`config.mk`:
```
export PLATFORM = sky130hd
export DESIGN_NAME = fork8_sync_ctrl
export DESIGN_NICKNAME = d
export VERILOG_FILES = /design/src/rtl/fork8_pkg.sv /design/src/rtl/fork8_watchdog.sv /design/src/rtl/fork8_sync_ctrl.sv
export SDC_FILE = /design/constraint.sdc
export NUM_CORES = 1
export LEC_CHECK = 0
export ABC_CLOCK_PERIOD_IN_PS = 2000
export CAP_MARGIN = 20
export CORE_MARGIN = 5
export CORE_UTILIZATION = 40
export CTS_BUF_LIST = sky130_fd_sc_hd__clkbuf_4 sky130_fd_sc_hd__clkbuf_8
export CTS_CLUSTER_SIZE = 25
export DETAILED_ROUTE_END_ITERATION = 7
export GPL_ROUTABILITY_DRIVEN = 0
export PLACE_DENSITY = 0.76
export SYNTH_ARGS = -nofsm -noshare
export SYNTH_HDL_FRONTEND = slang
export SYNTH_SLANG_ARGS = --single-unit
```
`constraint.sdc`:
```
create_clock -name clk -period 2 [get_ports clk]
set_input_delay 0.3 -clock clk [delete_from_list [all_inputs] [get_ports clk]]
set_output_delay 0.3 -clock clk [all_outputs]
set_load 0.005 [all_outputs]
```
`src/rtl/fork8_pkg.sv`:
```
// Shared types and default sizing for the 8-way fork sequencer.
package fork8_pkg;
  localparam int FORK8_NUM_OUT   = 8;
  localparam int FORK8_TIMEOUT_W = 16;
  localparam int FORK8_CNT_W     = 16;

  typedef enum logic [2:0] {
    ST_IDLE,
    ST_ISSUE,
    ST_WAIT,
    ST_RELEASE,
    ST_ERR
  } state_t;
endpackage

```
`src/rtl/fork8_watchdog.sv`:
```
// Saturating wait timer; expire fires on the cycle the timer reaches limit-1.
module fork8_watchdog
  import fork8_pkg::*;
#(
  parameter int TIMEOUT_W = FORK8_TIMEOUT_W
) (
  input  logic                 clk,
  input  logic                 rstn,
  input  logic                 clr,
  input  logic                 en,
  input  logic [TIMEOUT_W-1:0] limit,
  output logic                 expire
);
  logic [TIMEOUT_W-1:0] timer_reg;

  always_ff @(posedge clk or negedge rstn) begin
    if (!rstn) begin
      timer_reg <= '0;
    end else if (clr) begin
      timer_reg <= '0;
    end else if (en && (timer_reg != '1)) begin
      timer_reg <= timer_reg + TIMEOUT_W'(1);
    end
  end

  // A zero limit disables the watchdog entirely.
  assign expire = en && (limit != '0) && (timer_reg == (limit - TIMEOUT_W'(1)));
endmodule

```
`src/rtl/fork8_sync_ctrl.sv`:
```
// Fork sequencer: one upstream token fans out as drive pulses to masked
// branches, and free is returned upstream once every enabled branch has freed.
module fork8_sync_ctrl
  import fork8_pkg::*;
#(
  parameter int NUM_OUT   = FORK8_NUM_OUT,
  parameter int TIMEOUT_W = FORK8_TIMEOUT_W,
  parameter int CNT_W     = FORK8_CNT_W
) (
  input  logic                 clk,
  input  logic                 rstn,
  input  logic                 i_drive,
  output logic                 o_free,
  input  logic [NUM_OUT-1:0]   i_cfg_mask,
  input  logic [TIMEOUT_W-1:0] i_timeout,
  output logic [NUM_OUT-1:0]   o_driveNext_8,
  input  logic [NUM_OUT-1:0]   i_freeNext_8,
  input  logic                 i_err_clr,
  output logic                 o_busy,
  output logic [NUM_OUT-1:0]   o_pending,
  output logic                 o_err_timeout,
  output logic                 o_err_proto,
  output logic [CNT_W-1:0]     o_tok_cnt
);
  state_t               state_reg, state_next;
  logic [NUM_OUT-1:0]   pending_reg, pending_next;
  logic [NUM_OUT-1:0]   drive_reg, drive_next;
  logic [NUM_OUT-1:0]   remaining;
  logic                 free_reg, free_next;
  logic                 busy_reg;
  logic                 err_tmo_reg, err_tmo_next;
  logic                 err_proto_reg, err_proto_next;
  logic [CNT_W-1:0]     cnt_reg, cnt_next;
  logic                 wd_clr, wd_en, wd_expire;

  fork8_watchdog #(.TIMEOUT_W(TIMEOUT_W)) u_watchdog (
    .clk    (clk),
    .rstn   (rstn),
    .clr    (wd_clr),
    .en     (wd_en),
    .limit  (i_timeout),
    .expire (wd_expire)
  );

  always_comb begin
    state_next     = state_reg;
    pending_next   = pending_reg;
    drive_next     = '0;
    free_next      = 1'b0;
    cnt_next       = cnt_reg;
    err_tmo_next   = err_tmo_reg;
    err_proto_next = err_proto_reg;
    wd_clr         = 1'b0;
    wd_en          = 1'b0;
    // Frees on bits that are not pending simply have no effect here.
    remaining      = pending_reg & ~i_freeNext_8;

    case (state_reg)
      ST_IDLE: begin
        if (i_err_clr) err_proto_next = 1'b0;
        if (i_drive) begin
          if (i_cfg_mask == '0) begin
            state_next = ST_RELEASE;
            free_next  = 1'b1;
          end else begin
            state_next   = ST_ISSUE;
            pending_next = i_cfg_mask;
            drive_next   = i_cfg_mask;
          end
        end
      end
      ST_ISSUE: begin
        wd_clr       = 1'b1;
        pending_next = remaining;
        if (remaining == '0) begin
          state_next = ST_RELEASE;
          free_next  = 1'b1;
        end else begin
          state_next = ST_WAIT;
        end
      end
      ST_WAIT: begin
        wd_en        = 1'b1;
        pending_next = remaining;
        // Completion is tested first so a last free on the expiry cycle wins.
        if (remaining == '0) begin
          state_next = ST_RELEASE;
          free_next  = 1'b1;
        end else if (wd_expire) begin
          state_next   = ST_ERR;
          err_tmo_next = 1'b1;
        end
      end
      ST_RELEASE: begin
        cnt_next   = cnt_reg + CNT_W'(1);
        state_next = ST_IDLE;
      end
      ST_ERR: begin
        pending_next = remaining;
        if (i_err_clr) begin
          pending_next   = '0;
          err_tmo_next   = 1'b0;
          err_proto_next = 1'b0;
          state_next     = ST_IDLE;
        end
      end
      default: state_next = ST_IDLE;
    endcase

    if (i_drive && (state_reg != ST_IDLE) && !((state_reg == ST_ERR) && i_err_clr))
      err_proto_next = 1'b1;
  end

  always_ff @(posedge clk or negedge rstn) begin
    if (!rstn) begin
      state_reg     <= ST_IDLE;
      pending_reg   <= '0;
      drive_reg     <= '0;
      free_reg      <= 1'b0;
      busy_reg      <= 1'b0;
      err_tmo_reg   <= 1'b0;
      err_proto_reg <= 1'b0;
      cnt_reg       <= '0;
    end else begin
      state_reg     <= state_next;
      pending_reg   <= pending_next;
      drive_reg     <= drive_next;
      free_reg      <= free_next;
      busy_reg      <= (state_next != ST_IDLE);
      err_tmo_reg   <= err_tmo_next;
      err_proto_reg <= err_proto_next;
      cnt_reg       <= cnt_next;
    end
  end

  assign o_free        = free_reg;
  assign o_driveNext_8 = drive_reg;
  assign o_busy        = busy_reg;
  assign o_pending     = pending_reg;
  assign o_err_timeout = err_tmo_reg;
  assign o_err_proto   = err_proto_reg;
  assign o_tok_cnt     = cnt_reg;
endmodule

```
Word-level counts from Yosys, hierarchy flattened
Cells that the tools add are included.
- register bits: 55
- logic and storage cells: 76
- output and inout bits: 36
- bits of input ports: 36
- bitwise logic cells: 2
- eq/ne operators: 11
- reduce and logical (&&, ||, !) cells: 23
- add/subtract/negate cells: 3
- muxes and demuxes: 28
- operators by type and width (operator ; number):
    two-way mux 8 bit ; 6
    adder 16 x 1 -> 16 bit (second input constant) ; 2
    two-way mux 16 bit ; 2
    case mux 8 bit (3 select lines) ; 1
    equality test 16 bit ; 1
    logical NOT 8 bit ; 2
    inequality test 16 bit (second input constant) ; 1
    nonzero test 16 bit ; 1
    subtractor 16 x 1 -> 16 bit (second input constant) ; 1
    two-way mux 3 bit ; 4
    case mux 3 bit (4 select lines) ; 1
    two-way mux 1 bit ; 11
    nonzero test 3 bit ; 3
    AND 8 bit ; 1
    inequality test 2 bit (second input constant) ; 4
    NOT 8 bit ; 1
    nonzero test 2 bit ; 4
    equality test 3 x 2 -> 1 bit (second input constant) ; 2
    logical AND 1 bit ; 6
    case mux 1 bit (2 select lines) ; 2
    AND reduction 4 bit ; 1
    OR reduction 2 bit ; 2
    equality test 3 x 1 -> 1 bit (second input constant) ; 1
    equality test 3 bit (second input constant) ; 1
    other kinds (6) ; 6

Longest topological paths before layout
Gate-level depths: netlist of run 1.
- depth after elaboration: 8
- gate-level depth with buffers: 9
- gate-level depth less buffers: 8

Hierarchy
From an unflattened synthesis of run 1, not the netlist that was laid out.
- cells, all modules: 320
- area total of the unflattened synthesis: 3236.9 µm²
- modules (own cells, without submodules) (module ; cells an instance ; area an instance (µm²) ; times used):
    fork8_sync_ctrl ; 152 ; 1805.5 ; 1
    fork8_watchdog ; 168 ; 1431.4 ; 1

Worst setup path before layout of run 1
No wires, ideal clock.
- path kind: input -> register
- start point: in i_timeout[2]
- end point: reg state_reg[1]
- stages on the path: 7
- slack: -231 ps
- data arrival time: 2107 ps
- path buffers: 1
- cell sequence: or4_1 buf_2 nor4b_4 nand4_1 a221oi_2 nand4_1 a211o_1
- word-level cells in the longest chain between the ends: 6
- elaborated cells on any way between the ends: 8
- those cells by class: add/sub (1); eq/ne (1); mux (3); reduce/logical (3)
- RTL lines (what ; line ; text):
    start, declared ; fork8_sync_ctrl.sv:15 ; input logic [TIMEOUT_W-1:0] i_timeout,
    subtractor 16 x 1 -> 16 bit / nonzero test 16 bit (equally long branches) ; fork8_watchdog.sv:27 ; assign expire = en && (limit != '0) && (timer_reg == (limit - TIMEOUT_W'(1)));
    equality test 16 bit / logical AND 1 bit (equally long branches) ; fork8_watchdog.sv:27 ;
    logical AND 1 bit * ; fork8_watchdog.sv:27 ;
    two-way mux 3 bit * ; fork8_sync_ctrl.sv:89 ; end else if (wd_expire) begin
    two-way mux 3 bit * ; fork8_sync_ctrl.sv:86 ; if (remaining == '0) begin
    case mux 3 bit (4 select lines) * ; fork8_sync_ctrl.sv:58 ; case (state_reg)
    net state_next[1] ; fork8_sync_ctrl.sv:25 ; state_t state_reg, state_next;
    end signal, assigned ; fork8_sync_ctrl.sv:125 ; state_reg <= state_next;
    end, declared ; fork8_sync_ctrl.sv:25 ;
Mark *: on every way through the listed nets, which the timed path passes. The rest lies on a longest branch.
A chain may end at the register's enable or synchronous reset.

Worst setup path after layout of run 1
- start point: in i_timeout[5]
- end point: reg state_reg[1]
The elaborated chain is that of the path after synthesis.

==> results.sh, run 1 <==
export IMPL_outcome="finished with violations"
export IMPL_violations="negative setup slack"
export IMPL_crit_family="simple AND/OR/NAND/NOR gates"
export IMPL_seqCellArea_um2=1380
export IMPL_yosysSeqAreaShare_pct=45.1
export IMPL_first_global_vias=2813
export IMPL_crit_buf_inv=2
export IMPL_fp_row_count=31
export IMPL_p_leak_nw=1.94
export IMPL_antenna_cells=0
export IMPL_final_max_slew_viol_count=0
export IMPL_cts_buffers_inserted=5
export IMPL_max_cap_viol_count=0
export IMPL_vias=2724
export IMPL_grt_first_pass_wirelength_um=12900
export IMPL_netlist_area_um2=3050
export IMPL_wirelength_um=7650
export IMPL_cts_max_path_buffers=2
export IMPL_synth_avg_cell_area_um2=9.53
export IMPL_grt_max_degree=23
export IMPL_firstDrtPassIters=4
export IMPL_clock_skew_ns=0.00987
export IMPL_cp_required_ns=2.18
export IMPL_synthFlopType="dfrtp_1"
export IMPL_crit_path_max_fanout=3
export IMPL_cpMostUsedCell="nand4_1"
export IMPL_route_detailed_drc=0
export IMPL_ys_ff_latch=55
export IMPL_postRouteAntennaNets=0
export IMPL_ys_warn_count=0
export IMPL_antenna_found_initial=0
export IMPL_area_growth_pct=40.4
export IMPL_synthTopCellsByArea="dfrtp_1, xor2_1, xnor2_1"
export IMPL_portBuffers=71
export IMPL_synth_cell_type_count=49
export IMPL_cp_arrival_ns=2.22
export IMPL_track_usage_pct=16.0
export IMPL_layout_commonest_cell="clkdlybuf4s50_1"
export IMPL_yosysTopAreaCellShare_pct=45.1
export IMPL_vdd_drop_max_uv=547
export IMPL_synth_top_area_cell="dfrtp_1"
export IMPL_setup_worst_path_start_class="input pin"
export IMPL_hp_class="register to register"
export IMPL_finalCritPeriodShare_pct=102
export IMPL_p_per_area_nw_per_um2=885
export IMPL_pre_cts_ws_ns=-0.711
export IMPL_die_area_um2=9470
export IMPL_drive_above_1_share_pct=16.1
export IMPL_wl_per_cell_um=14.7
export IMPL_grt_ovfl_total=0
export IMPL_fillers=613
export IMPL_cp_cell_sequence="buf_6 > or4_4 > nor4b_4 > buf_4 > nand4_1 > a221oi_2 > nand4_1 > a211o_1"
export IMPL_die_width_um=97.3
export IMPL_max_slew_margin_pct=62.0
export IMPL_rsz0062_at_grt="yes"
export IMPL_cts_tree="done"
export IMPL_finalNetCount=463
export IMPL_insertion_delay_ns=0.30
export IMPL_clock_root_buffer="clkbuf_8"
export IMPL_synth_edf_count=0
export IMPL_hold_viol=0
export IMPL_cpPeakStageDelay_ns=0.55
export IMPL_end_kind="register"
export IMPL_die_y_um=97.3
export IMPL_slowest_stage="or4_4"
export IMPL_crit_type="input pin to register"
export IMPL_start_util_pct=41.6
export IMPL_path_clk_slew_ns=0.09
export IMPL_synth_net_count=360
export IMPL_worst_pin_slew_ns=0.562
export IMPL_via_per_inst=5.22
export IMPL_synthCells=320
export IMPL_dp_hpwl_um=5910
export IMPL_final_util_pct=58.4
export IMPL_htreeDepth=2
export IMPL_setup_viol=2
export IMPL_multiInputGateArea_um2=1630
export IMPL_async_flop_share_pct=100
export IMPL_fin_crit_ns=2.03
export IMPL_io_pins=72
export IMPL_setup_ws_ns=-0.0348
export IMPL_drtIter0Drc=151
export IMPL_clock_sinks=55
export IMPL_layout_common_cells="clkdlybuf4s50_1, dfrtp_1, buf_4"
export IMPL_max_freq_mhz=491
export IMPL_fp_coreArea_um2=7330
-- synthesized netlist by cell type, types with 3 or more instances --
cell type / count
a21o_1: 8
a21oi_1: 5
a41oi_1: 3
and3_1: 13
and4_1: 4
clkbuf_1: 11
dfrtp_1: 55
ha_1: 4
inv_1: 17
nand2_1: 23
nand3_1: 19
nand3b_1: 3
nand4_1: 8
nand4b_1: 3
nor2_1: 31
nor2b_1: 3
nor3_1: 5
nor4_1: 4
o21ai_0: 12
o22ai_1: 4
xnor2_1: 23
xor2_1: 25
-- kinds of logic after synthesis --
family	count (synthesis)	share of synthesized area, %
AOI/OAI and AO/OA	54	12.7
xor gates and xnor gates	48	13.8
buffers and inverters	30	3.77
muxes	2	0.738
DFF	55	45.1
and+or+nand+nor	127	22.3
adders and majority gates	4	1.64
-- final timing paths --
kind | startpoint | endpoint | depth (start not counted) | slack (ns)
worst min-delay path | o_tok_cnt[15]$_DFFE_PN0N_ | o_tok_cnt[15]$_DFFE_PN0N_ | 1 | 0.48
max in group asynchronous | rstn | u_watchdog.timer_reg[4]$_DFFE_PN0P_ | 3 | 0.88
min in group asynchronous | rstn | o_tok_cnt[9]$_DFFE_PN0N_ | 2 | 0.49
worst max register to register | u_watchdog.timer_reg[12]$_DFFE_PN0P_ | state_reg[1]$_DFF_PN0_ | 6 | 0.09
worst min register to register | o_tok_cnt[15]$_DFFE_PN0N_ | o_tok_cnt[15]$_DFFE_PN0N_ | 1 | 0.48
worst max-delay path | i_timeout[5] | state_reg[1]$_DFF_PN0_ | 8 | -0.03
-- final cells by class --
type                            count  share of cell area [%]
Clock buffer                        6                    1.78
Clock inverter                      1                   0.701
Inverter                           17                    1.49
Multi-Input combinational cell    235                    38.0
Sequential cell                    55                    32.1
Tap cell                           99                    2.89
Timing Repair Buffer              109                    23.0
-- through the flow --
stage | total power, mW | area (um2) | hold slack, ns | instances | TNS (ns)
after floorplan | 2.26 | 3060 | 0.00441 | 320 | -0.219
after global placement | 3.02 | 4090 | 0.281 | 511 | -1.71
after detailed placement | 3.07 | 4090 | 0.280 | 511 | -1.90
after CTS | 3.80 | 4260 | 0.480 | 522 | -0.0620
after global routing | 4.04 | 4280 | 0.514 | 522 | -0.308
final | 3.79 | 4280 | 0.479 | 522 | -0.0463
-- worst reg2reg max path, cell delays in order (launching register included) --
cell and delay, ns:
dfrtp_1 0.44, xnor2_1 0.19, a22oi_1 0.21, nand2_1 0.09
a2111oi_2 0.36, nand4_1 0.19, a211o_1 0.33
-- power by group --
part / total [mW] / internal, mW / switching, mW
sequential: 1.54 / 1.34 / 0.199
combinational: 1.54 / 0.824 / 0.719
clock: 0.710 / 0.381 / 0.329
total: 3.79 / 2.54 / 1.25
-- what timing repair did --
| action | CTS | global route |
|---|---|---|
| setup buffers | 3 | 0 |
| endpoints found under the setup margin | 3 | 14 |
| hold buffers | 1 | 0 |
| gates resized for setup | 30 | 6 |
| hold endpoints to repair | 20 | 0 |
| pin swaps | 11 | 5 |
-- metal layers --
layer  global-route usage, %  share of wire, %
met1                    19.9                42
met3                    2.80               4.0
met5                       0                 0
met4                    3.73               1.2
met2                    28.9                52
No activity file was read; power rests on OpenSTA's default activity.
==> run 2, diff against run 1 <==
- HOLD_SLACK_MARGIN: unset -> 0.03
==> results of run 2 <==
No change in the layout: final DEF, timing and power equal those of run 1.
==> run 3, diff against run 2 <==
- CORE_MARGIN: 5 -> 2
- PLACE_DENSITY: 0.76 -> 0.69
==> results.sh, run 3 (synthesis results as in run 1) <==
export IMPL_outcome="completed"
export IMPL_placed_cells=514
export IMPL_grt_ovfl_total=0
export IMPL_antenna_found_initial=0
export IMPL_finalNetCount=464
export IMPL_route_detailed_drc=0
export IMPL_firstDrtPassIters=4
export IMPL_crit_type="input pin to register"
export IMPL_max_cap_viol_count=0
export IMPL_insertion_delay_ns=0.30
export IMPL_cp_cell_sequence="dlygate4sd2_1 > nor4_2 > buf_4 > nor4b_4 > nand2_1 > a2111oi_2 > nand4_1 > a211o_1"
export IMPL_track_usage_pct=18.1
export IMPL_clock_root_buffer="clkbuf_8"
export IMPL_io_pins=72
export IMPL_path_clk_slew_ns=0.09
export IMPL_wl_per_cell_um=14.0
export IMPL_fp_row_count=31
export IMPL_grt_first_pass_wirelength_um=12500
export IMPL_busiest_layer="met2"
export IMPL_cp_arrival_ns=2.19
export IMPL_grt_util_met1_pct=23.8
export IMPL_vias=2727
export IMPL_fillers=650
export IMPL_slowest_stage="a2111oi_2"
export IMPL_die_width_um=91.3
export IMPL_setup_viol=0
export IMPL_switchingPower_mw=1.26
export IMPL_first_global_vias=2761
export IMPL_worst_pin_slew_ns=0.532
export IMPL_layout_commonest_cell="clkdlybuf4s50_1"
export IMPL_grt_use_met3_pct=2.74
export IMPL_final_util_pct=58.4
export IMPL_combPwrFrac_pct=41.9
export IMPL_crit_path_max_fanout=5
export IMPL_die_y_um=91.3
export IMPL_seq_power_share_pct=41.8
export IMPL_finalCritPeriodShare_pct=99.3
export IMPL_crit_family="simple AND/OR/NAND/NOR gates"
export IMPL_final_max_slew_viol_count=0
export IMPL_hp_class="input pin to async pin"
export IMPL_clock_sinks=55
export IMPL_antenna_cells=0
export IMPL_start_util_pct=41.6
export IMPL_cpPeakStageDelay_ns=0.30
export IMPL_p_per_area_nw_per_um2=862
export IMPL_via_per_inst=5.20
export IMPL_p_leak_nw=1.93
export IMPL_drive_above_1_share_pct=16.9
export IMPL_use_met2_pct=31.0
export IMPL_fin_crit_ns=1.99
export IMPL_end_kind="register"
export IMPL_pre_cts_ws_ns=-0.688
export IMPL_hold_viol=0
export IMPL_cts_tree="done"
export IMPL_setup_ws_ns=0.0138
export IMPL_htreeDepth=2
export IMPL_clkPwrFrac_pct=16.4
export IMPL_layout_common_cells="clkdlybuf4s50_1, dfrtp_1, buf_4"
export IMPL_fp_coreArea_um2=7330
export IMPL_power_total_mw=3.69
export IMPL_area_growth_pct=40.3
export IMPL_vdd_drop_max_uv=633
export IMPL_stdcell_count=524
export IMPL_rsz0062_at_grt="yes"
export IMPL_max_slew_margin_pct=64.3
export IMPL_grt_max_degree=20
export IMPL_cts_buffers_inserted=5
export IMPL_wirelength_um=7350
export IMPL_cp_required_ns=2.20
export IMPL_clock_skew_ns=0.0116
export IMPL_swShare_pct=34.1
export IMPL_drtIter0Drc=87
export IMPL_power_internal_mw=2.43
export IMPL_dp_hpwl_um=5680
export IMPL_portBuffers=71
export IMPL_setup_worst_path_start_class="input pin"
export IMPL_cts_max_path_buffers=2
export IMPL_die_area_um2=8340
export IMPL_max_freq_mhz=503
export IMPL_crit_buf_inv=2
export IMPL_postRouteAntennaNets=0
==> run 3: cell count changes in the layout (fill, tap and decap cells not counted), sizes merged <==
| cell | change |
|---|---|
| clkinv | +1 |
| bufinv | -1 |
| clkdlybuf4s15 | -2 |
| dlygate4sd2 | +2 |
| buf | +1 |
| clkinvlp | +1 |
==> run 3: per-stage QoR <==
stage / hold slack, ns / setup TNS, ns / instance area (um2)
floorplan: 0.00441 / -0.219 / 3060
detailed placement: 0.225 / -1.87 / 4130
global route: 0.469 / -0.126 / 4280
CTS: 0.424 / -0.0955 / 4240
global placement: 0.225 / -1.72 / 4130
finish: 0.432 / 0 / 4280
==> run 3: final cells by class <==
type	count	area, um2	area share [%]
sequential	55	1380	32.2
timing repair buffer	110	997	23.3
inverter	17	63.8	1.49
clock buffer	6	76.3	1.78
tap	99	124	2.89
multi-input combinational	235	1630	38.1
clock inverter	2	12.5	0.292
==> run 3: final timing paths <==
path / startpoint / endpoint / slack, ns / depth (start not counted)
setup / recovery: i_timeout[7] / state_reg[1]$_DFF_PN0_ / 0.01 / 8
hold reg to reg: o_tok_cnt[15]$_DFFE_PN0N_ / o_tok_cnt[15]$_DFFE_PN0N_ / 0.48 / 1
hold / removal: rstn / o_tok_cnt[10]$_DFFE_PN0N_ / 0.43 / 2
max in group asynchronous: rstn / u_watchdog.timer_reg[8]$_DFFE_PN0P_ / 1.06 / 3
setup reg to reg: u_watchdog.timer_reg[2]$_DFFE_PN0P_ / state_reg[1]$_DFF_PN0_ / 0.11 / 7
min in group clk: o_tok_cnt[15]$_DFFE_PN0N_ / o_tok_cnt[15]$_DFFE_PN0N_ / 0.48 / 1
==> run 3: per-layer routing <==
layer	up-vias	routed length (um)	share of wire, %
met1	1335	3380	46
met4	0	148	2.0
li1	1334	-	-
met2	44	3650	50
met3	14	171	2.3
met5	-	0	0
==> run 3: what timing repair did <==
action / in CTS / in global routing
endpoints found under the setup margin: 3 / 13
hold buffers: 1 / 0
resized for setup: 28 / 6
endpoints found under the hold margin: 12 / 0
pin swaps: 8 / 4
setup buffers: 0 / 1
==> run 3: power groups by stage <==
stage / clock [mW] / combinational (mW) / sequential (mW)
4_1_cts: 0.622 / 1.54 / 1.54
2_1_floorplan: 0 / 0.741 / 1.52
3_5_place_dp: 0 / 1.52 / 1.56
3_3_place_gp: 0 / 1.49 / 1.55
5_1_grt: 0.674 / 1.72 / 1.57
6_report: 0.604 / 1.54 / 1.54
